$ cat src/rtl/pipe_pkg.sv
// Shared pipeline types: bus widths and payload layouts, div_op bit positions,
// and the divider FSM state type.
package pipe_pkg;

    localparam int unsigned ID_EXE_BUS_W  = 184;
    localparam int unsigned EXE_MEM_BUS_W = 103;
    localparam int unsigned WR_BUS_W      = 38;

    localparam int unsigned DIV_CYCLES = 32;
    localparam int unsigned DIV_CNT_W  = $clog2(DIV_CYCLES) + 1;

    // One-hot div_op bit positions
    localparam int unsigned DIV_W_BIT  = 3;
    localparam int unsigned MOD_W_BIT  = 2;
    localparam int unsigned DIV_WU_BIT = 1;
    localparam int unsigned MOD_WU_BIT = 0;

    typedef enum logic [1:0] {
        IDLE = 2'd0,
        BUSY = 2'd1,
        DONE = 2'd2
    } div_state_e;

    typedef struct packed {
        logic [3:0]  div_op;
        logic [11:0] alu_op;
        logic        gr_we;
        logic        mem_we;
        logic        res_from_mem;
        logic [4:0]  dest;
        logic [31:0] pc;
        logic [31:0] inst;
        logic [31:0] src1;
        logic [31:0] src2;
        logic [31:0] rkd_value;
    } id_exe_bus_t;

    typedef struct packed {
        logic        gr_we;
        logic        res_from_mem;
        logic [4:0]  dest;
        logic [31:0] pc;
        logic [31:0] inst;
        logic [31:0] result;
    } exe_mem_bus_t;

    typedef struct packed {
        logic        exe_en_bypass;
        logic [4:0]  dest;
        logic [31:0] result;
    } exe_wr_bus_t;

    function automatic logic [31:0] abs32(input logic [31:0] v, input logic is_signed);
        return (is_signed & v[31]) ? 32'(~v + 32'd1) : v;
    endfunction

endpackage

$ cat src/rtl/alu.sv
// Single-cycle ALU; alu_op is one-hot:
// add, sub, slt, sltu, and, nor, or, xor, sll, srl, sra, lui (bits 0..11).
module alu (
    input  logic [11:0] alu_op,
    input  logic [31:0] alu_src1,
    input  logic [31:0] alu_src2,
    output logic [31:0] alu_result
);
    logic [31:0] add_res;
    logic [31:0] sub_res;
    logic [4:0]  shamt;

    always_comb begin
        add_res = alu_src1 + alu_src2;
        sub_res = alu_src1 - alu_src2;
        shamt   = alu_src2[4:0];
        alu_result = ({32{alu_op[0]}}  & add_res)
                   | ({32{alu_op[1]}}  & sub_res)
                   | ({32{alu_op[2]}}  & {31'd0, $signed(alu_src1) < $signed(alu_src2)})
                   | ({32{alu_op[3]}}  & {31'd0, alu_src1 < alu_src2})
                   | ({32{alu_op[4]}}  & (alu_src1 & alu_src2))
                   | ({32{alu_op[5]}}  & ~(alu_src1 | alu_src2))
                   | ({32{alu_op[6]}}  & (alu_src1 | alu_src2))
                   | ({32{alu_op[7]}}  & (alu_src1 ^ alu_src2))
                   | ({32{alu_op[8]}}  & (alu_src1 << shamt))
                   | ({32{alu_op[9]}}  & (alu_src1 >> shamt))
                   | ({32{alu_op[10]}} & 32'($signed(alu_src1) >>> shamt))
                   | ({32{alu_op[11]}} & alu_src2);
    end
endmodule

$ cat src/rtl/exe_div.sv
// Iterative restoring 32-bit divider: one quotient bit per cycle on operand
// magnitudes, sign fix and divide-by-zero handling applied on the held result.
module exe_div
    import pipe_pkg::*;
(
    input  logic        clk,
    input  logic        reset,
    input  logic        start,
    input  logic        ack,
    input  logic        is_signed,
    input  logic [31:0] dividend,
    input  logic [31:0] divisor,
    output logic        done,
    output logic [31:0] quotient,
    output logic [31:0] remainder
);
    div_state_e            state_q, state_d;
    logic [DIV_CNT_W-1:0]  count_q, count_d;
    logic [31:0]           quo_q, quo_d;
    logic [31:0]           rem_q, rem_d;
    logic [31:0]           dvs_q, dvs_d;
    logic [31:0]           dvd_q, dvd_d;
    logic                  zero_q, zero_d;
    logic                  neg_quo_q, neg_quo_d;
    logic                  neg_rem_q, neg_rem_d;
    logic [32:0]           rem_shift;
    logic [33:0]           diff;

    always_ff @(posedge clk) begin
        if (reset) begin
            state_q <= IDLE;
            count_q <= '0;
        end else begin
            state_q <= state_d;
            count_q <= count_d;
        end
        quo_q     <= quo_d;
        rem_q     <= rem_d;
        dvs_q     <= dvs_d;
        dvd_q     <= dvd_d;
        zero_q    <= zero_d;
        neg_quo_q <= neg_quo_d;
        neg_rem_q <= neg_rem_d;
    end

    always_comb begin
        state_d   = state_q;
        count_d   = count_q;
        quo_d     = quo_q;
        rem_d     = rem_q;
        dvs_d     = dvs_q;
        dvd_d     = dvd_q;
        zero_d    = zero_q;
        neg_quo_d = neg_quo_q;
        neg_rem_d = neg_rem_q;
        rem_shift = {rem_q, quo_q[31]};
        diff      = {1'b0, rem_shift} - {2'b00, dvs_q};
        unique case (state_q)
            IDLE: begin
                if (start) begin
                    state_d   = BUSY;
                    count_d   = '0;
                    quo_d     = abs32(dividend, is_signed);
                    rem_d     = '0;
                    dvs_d     = abs32(divisor, is_signed);
                    dvd_d     = dividend;
                    zero_d    = (divisor == 32'd0);
                    neg_quo_d = is_signed & (dividend[31] ^ divisor[31]);
                    neg_rem_d = is_signed & dividend[31];
                end
            end
            BUSY: begin
                count_d = count_q + DIV_CNT_W'(1);
                // Restore when the trial subtraction goes negative
                if (diff[33]) begin
                    rem_d = rem_shift[31:0];
                    quo_d = {quo_q[30:0], 1'b0};
                end else begin
                    rem_d = diff[31:0];
                    quo_d = {quo_q[30:0], 1'b1};
                end
                if (count_q == DIV_CNT_W'(DIV_CYCLES - 1)) begin
                    state_d = DONE;
                end
            end
            DONE: begin
                if (ack) begin
                    state_d = IDLE;
                end
            end
            default: state_d = IDLE;
        endcase
    end

    always_comb begin
        done      = (state_q == DONE);
        quotient  = zero_q ? 32'hFFFF_FFFF : (neg_quo_q ? 32'(~quo_q + 32'd1) : quo_q);
        remainder = zero_q ? dvd_q         : (neg_rem_q ? 32'(~rem_q + 32'd1) : rem_q);
    end
endmodule

$ cat src/rtl/exe_stage.sv
// Execute stage: ALU, data-SRAM request, EXE->MEM and forwarding buses.
// Divider for div/mod instructions is present only when EXE_DIV_EN is defined.
module exe_stage
    import pipe_pkg::*;
(
    input  logic                     clk,
    input  logic                     reset,
    input  logic                     id_exe_valid,
    output logic                     exe_allowin,
    output logic                     exe_mem_valid,
    input  logic                     mem_allowin,
    input  logic [ID_EXE_BUS_W-1:0]  id_exe_bus,
    output logic [EXE_MEM_BUS_W-1:0] exe_mem_bus,
    output logic [WR_BUS_W-1:0]      exe_wr_bus,
    output logic                     exe_fwd_stall,
    output logic                     data_sram_en,
    output logic [3:0]               data_sram_we,
    output logic [31:0]              data_sram_addr,
    output logic [31:0]              data_sram_wdata
);
    logic         exe_valid_q, exe_valid_d;
    id_exe_bus_t  bus_q, bus_d;
    logic [31:0]  alu_result;
    logic [31:0]  result;
    logic         exe_ready_go;
    logic         exe_en_bypass;
    exe_mem_bus_t mem_bus;
    exe_wr_bus_t  wr_bus;

    always_ff @(posedge clk) begin
        if (reset) begin
            exe_valid_q <= 1'b0;
        end else begin
            exe_valid_q <= exe_valid_d;
        end
        bus_q <= bus_d;
    end

    alu u_alu (
        .alu_op     (bus_q.alu_op),
        .alu_src1   (bus_q.src1),
        .alu_src2   (bus_q.src2),
        .alu_result (alu_result)
    );

`ifdef EXE_DIV_EN
    logic        div_done;
    logic [31:0] div_quo;
    logic [31:0] div_rem;
    logic        is_div;
    logic        is_signed;
    logic        want_rem;

    always_comb begin
        is_div    = (bus_q.div_op != 4'd0);
        is_signed = ~(bus_q.div_op[DIV_WU_BIT] | bus_q.div_op[MOD_WU_BIT]);
        want_rem  = bus_q.div_op[MOD_W_BIT] | bus_q.div_op[MOD_WU_BIT];
    end

    exe_div u_div (
        .clk       (clk),
        .reset     (reset),
        .start     (exe_valid_q & is_div),
        .ack       (exe_mem_valid & mem_allowin),
        .is_signed (is_signed),
        .dividend  (bus_q.src1),
        .divisor   (bus_q.src2),
        .done      (div_done),
        .quotient  (div_quo),
        .remainder (div_rem)
    );

    always_comb begin
        exe_ready_go = ~is_div | div_done;
        result       = alu_result;
        if (is_div) begin
            result = want_rem ? div_rem : div_quo;
        end
    end
`else
    logic unused_div_op;

    always_comb begin
        unused_div_op = ^bus_q.div_op;
        exe_ready_go  = 1'b1;
        result        = alu_result;
    end
`endif

    // Handshake and input capture
    always_comb begin
        exe_mem_valid = exe_valid_q & exe_ready_go;
        exe_allowin   = ~exe_valid_q | (exe_ready_go & mem_allowin);
        exe_valid_d   = exe_valid_q;
        bus_d         = bus_q;
        if (exe_allowin) begin
            exe_valid_d = id_exe_valid;
        end
        if (id_exe_valid & exe_allowin) begin
            bus_d = id_exe_bus_t'(id_exe_bus);
        end
    end

    always_comb begin
        data_sram_en    = exe_valid_q & (bus_q.mem_we | bus_q.res_from_mem) & mem_allowin;
        data_sram_we    = {4{exe_valid_q & bus_q.mem_we & mem_allowin}};
        data_sram_addr  = alu_result;
        data_sram_wdata = bus_q.rkd_value;

        exe_en_bypass = exe_valid_q & bus_q.gr_we & (bus_q.dest != 5'd0);
        // Loads and unfinished divides have no forwardable value yet
        exe_fwd_stall = exe_en_bypass & (bus_q.res_from_mem | ~exe_ready_go);

        mem_bus.gr_we        = bus_q.gr_we;
        mem_bus.res_from_mem = bus_q.res_from_mem;
        mem_bus.dest         = bus_q.dest;
        mem_bus.pc           = bus_q.pc;
        mem_bus.inst         = bus_q.inst;
        mem_bus.result       = result;
        exe_mem_bus          = mem_bus;

        wr_bus.exe_en_bypass = exe_en_bypass;
        wr_bus.dest          = bus_q.dest;
        wr_bus.result        = result;
        exe_wr_bus           = wr_bus;
    end
endmodule

$ cat config.mk
export PLATFORM = sky130hd
export DESIGN_NAME = exe_stage
export DESIGN_NICKNAME = d
export VERILOG_FILES = /design/src/rtl/pipe_pkg.sv /design/src/rtl/alu.sv /design/src/rtl/exe_div.sv /design/src/rtl/exe_stage.sv
export SDC_FILE = /design/constraint.sdc
export NUM_CORES = 1
export LEC_CHECK = 0
export ABC_AREA = 1
export CAP_MARGIN = 20
export CORE_MARGIN = 8
export CORE_UTILIZATION = 51
export CTS_CLUSTER_SIZE = 10
export DETAILED_ROUTE_END_ITERATION = 6
export GPL_ROUTABILITY_DRIVEN = 0
export PLACE_DENSITY_LB_ADDON = 0.05
export REMOVE_ABC_BUFFERS = 1
export SLEW_MARGIN = 10
export SYNTH_ARGS = -nofsm -noshare
export SYNTH_HDL_FRONTEND = slang
export SYNTH_SLANG_ARGS = --single-unit
$ cat constraint.sdc
create_clock -name clk -period 11.7 [get_ports clk]
set_clock_uncertainty 0.1 [all_clocks]
set_input_delay 1.17 -clock clk [delete_from_list [all_inputs] [get_ports clk]]
set_output_delay 1.17 -clock clk [all_outputs]
set_load 0.01 [all_outputs]
==> metrics.cfg, run 1 <==
[cells_and_area]
layout.nets = 2992
register_area_mm2 = 0.00543
multiInputGateArea_mm2 = 0.00886
drive_gt1_share_pct = 3.53
final_util_pct = 61.8
num-fill-cells = 3095
areaGrowthSynthToFinish_pct = 19.1

[drt]
highest-signal-layer = met4
wl_met3_mm = 8.09
ant_nets = 0
wirelength_mm = 63.3
dr_wl_met2_mm = 28.7
avgRoutedWirePerCell_um = 20.0
vias = 18100
drt-met1-wl_mm = 23.0
drt_iter0_drc = 2674
drc = 2
via_per_inst = 5.71
drt_pre_antenna_iters = 7

[yosys]
synth_edf_count = 180
synth_top_family_by_area = simple AND/OR/NAND/NOR gates
synthTopCellsByArea = edfxtp_1 (31%), nand2_1 (16%), nand3_1 (13%)
netlist_area_mm2 = 0.0174
yosys.area_share.simple_pct = 36.3
synth_compound_area_share_pct = 7.20
synth_fa_ha_area_share_pct = 7.21
ys_types = 49
yosys.area_share.xor_xnor_pct = 0.101
ys_seq_elements = 181
ys.flop_type = edfxtp_1
yosysWarningCount = 0
post-synth-top-count-cell = nand2_1
muxShareOfSynthArea_pct = 0.0647
async_flop_share_pct = 0
yosysTopAreaCell = edfxtp_1
seq_area_frac_synth_pct = 31.2
syn_area_per_cell_um2 = 6.80
synth_top_area_share_pct = 31.1
synthTopCellsByCount = nand2_1 (730), nand3_1 (458), inv_1 (311), buf_4 (186), nor2_1 (181)
synthCells = 2558

[clock_network]
cts_tree = yes
cts_resized = 0
cts_max_level = 4
path_clk_slew_ps = 70
ctsRootBufferMaster = clkbuf_16
clk_path_buf_depth = 2
cts.sinks = 181
holdBufCountCts = 0
clkLatencyLatePin_ps = 450
postCtsSetupBuffers = 0
numCtsBuffers = 17

[min_path]
worstHoldStart = exe_mem_valid
whs_path_depth = 2
holdCritPathClass = reg -> reg
min_to = exe_mem_valid

[worst_setup_path]
reg2reg_slack_ps = 9370
ff2ff_path_depth = 3
r2r_end = data_sram_wdata[12]
crit_required_ps = 10430
cpMaxStageDelayCell = buf_4
crit_type = reg -> out
worst_path_largest_cell_delay_ps = 600
rr_startpoint = exe_mem_valid
crit_chain = buf_4, inv_4, ha_1, nand3_1, nand2_1, nand2_1, nand2_1, nand2_1, nand3_1, nand3_1, nor2_1, nand3_1, clkdlybuf4s50_1
cp.arrival_ps = 4580
crit_path_start_kind = flip-flop
crit_path_end_kind = output pin
path_max_fanout = 73

[sta]
tns_ps = 0
hold_viol = 0
slew_viol_final = 0
slew_headroom_pct = 27.5
fmax_ghz = 0.171
finalSetupViolCount = 0
rsz0062_at_grt = false
period_share_pct = 50.0
tightestPinTransition_ps = 1080
min_period_ps = 5850

[global_route]
grt_use_total_pct = 30.3
grt_overflow = 0
grt_pass1_wl_mm = 95.7
grt_max_degree = 84
antenna_found_initial = 0
grt_pass1_vias = 17100

[power_and_ir_drop]
p_clk_share_pct = 26.8
p_per_area_mw_per_mm2 = 103
combinationalPowerShare_pct = 35.9
p_seq_share_pct = 37.3
sw_frac_of_total_pct = 36.4
p_sw_w = 0.000773
p_leak_nw = 9.64
vdd_drop_max_uv = 110
p_int_w = 0.00135

[die]
chipHeight_um = 201
io_pins = 401
dieArea_mm2 = 0.0403
rows = 67
core_mm2 = 0.0335
start_util_pct = 51.9
die_w_um = 201

[status]
status = finished with violations
violations = design-rule violations

[placement]
hpwl_mm = 50.1
numPortBuffers = 396

[run]
cap_violations = 0

-- through the flow --
| stage | std cells | power, W | instance area (um2) | worst slack [ps] | hold WS (ps) |
|---|---|---|---|---|---|
| floorplan | 2274 | 0.00123 | 15500 | 962 | 502 |
| global placement | 3134 | 0.00153 | 20100 | 6590 | 482 |
| detailed placement | 3134 | 0.00155 | 20100 | 6580 | 494 |
| CTS | 3166 | 0.00212 | 20700 | 6070 | 513 |
| global route | 3166 | 0.00223 | 20700 | 5680 | 561 |
| finish | 3167 | 0.00212 | 20700 | 5850 | 513 |
-- final cells by class --
type,instances,area share [%]
flip-flops and latches,181,26.2
well taps,448,2.71
inverters,321,5.85
repair buffers,412,19.7
clock buffers,18,2.07
clock inverters,14,0.688
diodes,1,0.0121
multi-input cells,1772,42.8
-- registers in the layout, indices dropped and copies added, names as in the netlist --
register / cells
exe_mem_valid: 1
bus_q: 77
data_sram_wdata: 32
exe_mem_bus: 71
-- critical path, delay by kind of cell, from the launching register on --
kind | cells | cell delay (ps)
buf+inv | 3 | 1660
simple gates | 9 | 1600
fa+ha+maj | 1 | 500
flops | 1 | 320
-- power by group through the flow --
| stage | registers, W | clock network (W) | logic, W |
|---|---|---|---|
| 2_1_floorplan | 0.000830 | 0 | 0.000395 |
| 3_3_place_gp | 0.000804 | 0 | 0.000731 |
| 3_5_place_dp | 0.000805 | 0 | 0.000741 |
| 4_1_cts | 0.000791 | 0.000582 | 0.000745 |
| 5_1_grt | 0.000795 | 0.000606 | 0.000827 |
| 6_report | 0.000793 | 0.000569 | 0.000762 |
-- per-layer routing --
metal / global-route usage [%] / vias up
met5: 0 / -
met4: 15.0 / 0
met3: 8.83 / 219
met2: 48.9 / 1187
met1: 36.5 / 8194
li1: - / 8468
-- layout by cell type (no fill, tap or decap), drive strengths merged, types with 2 or more instances in the layout --
master,count
buf,16
xor2,2
o21ai,62
a21oi,81
clkinv,7
nand3,467
clkbuf,18
and2,9
and3,4
edfxtp,180
inv,325
a211oi,4
nor2,183
nor4,4
a31oi,2
nand2,754
fa,2
clkdlybuf4s50,396
o2111ai,3
o221ai,12
o211ai,25
ha,97
clkinvlp,2
nor3,11
nand4,24
a221oi,5
o22ai,8
o21bai,7
-- worst max path at each step --
stage                             from            end  slack (ps)  cells past startpoint
after floorplan           id_exe_valid     bus_q[166]         960                      2
after global placement       bus_q[33]  exe_wr_bus[7]        6590                     14
after detailed placement     bus_q[33]  exe_wr_bus[7]        6580                     13
after CTS                    bus_q[33]  exe_wr_bus[7]        6070                     13
after global routing         bus_q[33]  exe_wr_bus[7]        5680                     13
final                        bus_q[33]  exe_wr_bus[7]        5850                     13
-- cell families after synthesis --
family	Yosys count
XOR/XNOR	2
AND/OR/NAND/NOR	1459
multiplexers	1
adder cells (fa/ha/maj)	99
buffers and inverters	605
AO/OA/AOI/OAI	211
flip-flops	181
(Power assumes the default switching activity.)
==> run 2: changes to the inputs <==
CORE_UTILIZATION = 47   (was 51)
clock period = 5.33 ns   (was 11.7 ns; I/O delays follow)
==> run 2 against run 1 <==
  * The flow now finishes without violations
  * Via count fell by 0.85%
  * Wire length grew 1.9%
  * Clock power rose by 110%
  * Core utilization down 4.9 points
  * Largest cell class unchanged
==> metrics.cfg, run 2 (same netlist as run 1, synthesis figures left out) <==
[global_route]
grt_max_degree = 126  ; +50%
grt_pass1_vias = 17100  ; -0.15%
grt_pass1_wl_mm = 97.0  ; +1.3%
grt_use_total_pct = 28.6  ; -1.6 points
antenna_found_initial = 2  ; +2
grt_overflow = 0  ; unchanged

[clock_network]
postCtsSetupBuffers = 0  ; unchanged
cts_max_level = 4  ; unchanged
clkLatencyLatePin_ps = 450  ; about the same
holdBufCountCts = 0  ; unchanged
clk_path_buf_depth = 2  ; unchanged
cts_resized = 0  ; unchanged
numCtsBuffers = 17  ; unchanged
cts.sinks = 181  ; unchanged
path_clk_slew_ps = 70  ; about the same
cts_tree = yes
ctsRootBufferMaster = clkbuf_16

[die]
start_util_pct = 47.6  ; -4.2 points
core_mm2 = 0.0365  ; +8.9%
chipHeight_um = 208  ; +3.8%
die_w_um = 208  ; +3.8%
dieArea_mm2 = 0.0434  ; +7.8%
io_pins = 401  ; unchanged
rows = 70  ; +4.5%

[worst_setup_path]
crit_start = bus_q[33]
reg2reg_slack_ps = 3670  ; -5700 ps
ff2ff_path_depth = 2  ; -1
r2r_end = exe_mem_bus[68]
crit_path_end = exe_wr_bus[7]
crit_required_ps = 4700  ; -5730 ps
crit_type = reg -> out
crit_path_start_kind = flip-flop
rr_startpoint = exe_mem_valid
cp.arrival_ps = 3780  ; -800 ps
path_max_fanout = 11  ; -85%
crit_path_end_kind = output pin

[cells_and_area]
diodes = 0  ; -1
layout_common_cells = nand2_1 (730), nand3_1 (458), clkdlybuf4s50_1 (396)
drive_gt1_share_pct = 3.78  ; +0.25 points
areaGrowthSynthToFinish_pct = 19.5
final_common_cell = nand2_1
final_util_pct = 56.9  ; -4.9 points
layout.nets = 2999  ; +0.23%
largest_reg_flops = 77  ; unchanged
top_register = bus_q

[power_and_ir_drop]
p_leak_nw = 9.68  ; +0.34%
vdd_drop_max_uv = 235  ; +110%
p_per_area_mw_per_mm2 = 223  ; +120%

[placement]
dp_slack_ps = 1520  ; -5060 ps
numPortBuffers = 396  ; unchanged
hpwl_mm = 51.6  ; +3.0%

[drt]
drt_pre_antenna_iters = 7  ; unchanged
avgRoutedWirePerCell_um = 20.2  ; +1.1%
drt_iter0_drc = 2488  ; -7.0%
ant_nets = 0  ; unchanged
drc = 0  ; -2
vias = 17900  ; -0.85%
wirelength_mm = 64.5  ; +1.9%
via_per_inst = 5.61  ; -1.6%

[min_path]
holdCritPathClass = reg -> reg

[sta]
min_period_ps = 4410
slew_viol_final = 0  ; unchanged
finalSetupViolCount = 0  ; unchanged
hold_viol = 0  ; unchanged
fin_ws_ps = 919  ; -4930 ps
period_share_pct = 82.8
fin_hold_ws_ps = 484  ; -29.2 ps
fmax_ghz = 0.227
slew_headroom_pct = 30.3  ; +2.8 points
tightestPinTransition_ps = 1040  ; -41.8 ps
rsz0062_at_grt = false

[run]
cap_violations = 0  ; unchanged

[status]
status = complete, no violations

==> run 2: cell count changes in the layout (fill, tap and decap cells not counted), sizes merged <==
cell	before	now
clkinv	7	5
inv	325	327
buf	16	23
bufinv	1	0
diode	1	0
==> run 2: worst min-delay path by stage <==
stage	from	to	slack, ps	cells after the start
after floorplan	exe_mem_valid	exe_mem_valid	500	2
after global placement	exe_mem_valid	exe_mem_valid	460	2
after detailed placement	exe_mem_valid	exe_mem_valid	470	2
after CTS	exe_mem_valid	exe_mem_valid	480	2
after global routing	id_exe_bus[171]	bus_q[171]	500	1
final	exe_mem_valid	exe_mem_valid	480	2
==> run 2: report_power, final <==
group / internal (W) / total, W / switching, W
Sequential: 0.00167 / 0.00175 / 0.0000811
Clock: 0.000612 / 0.00121 / 0.000601
Combinational: 0.000647 / 0.00168 / 0.00103
==> run 2: cell type report <==
type / count / area, um2
tap: 468 / 586
clock inverter: 13 / 114
clock buffer: 18 / 429
sequential: 181 / 5430
inverter: 321 / 1210
timing repair buffer: 419 / 4160
fill: 3555 / 15700
multi-input combinational: 1772 / 8860
==> run 2: per-layer routing <==
| layer | routed length, um | GRT usage, % | part of all wire, % | vias up |
|---|---|---|---|---|
| li1 | - | - | - | 8486 |
| met1 | 24600 | 35.8 | 38 | 8115 |
| met2 | 29300 | 46.0 | 45 | 1133 |
| met3 | 7850 | 7.23 | 12 | 176 |
| met4 | 2790 | 13.0 | 4.3 | 4 |
| met5 | 26 | 0 | 0.040 | - |
==> run 2: through the flow <==
step | power [W] | instance area (um2) | setup TNS [ps] | std cells
final | 0.00464 | 20800 | 0 | 3192
after global routing | 0.00488 | 20800 | 0 | 3192
after CTS | 0.00464 | 20800 | 0 | 3192
after detailed placement | 0.00341 | 20200 | 0 | 3161
after global placement | 0.00339 | 20200 | 0 | 3161
after floorplan | 0.00269 | 15500 | -858760 | 2274
==> run 2: worst max-delay path, cell delays in order (launching register included) <==
cell and delay (ps):
edfxtp_1 660, inv_4 200, ha_1 380, nor2_1 150
nand2_1 60, nand2_1 180, nand2_1 100, nand2_1 140
nand2_1 60, nand3_1 70, nand3_1 80, nor2_1 390
nand3_1 290, clkdlybuf4s50_1 570
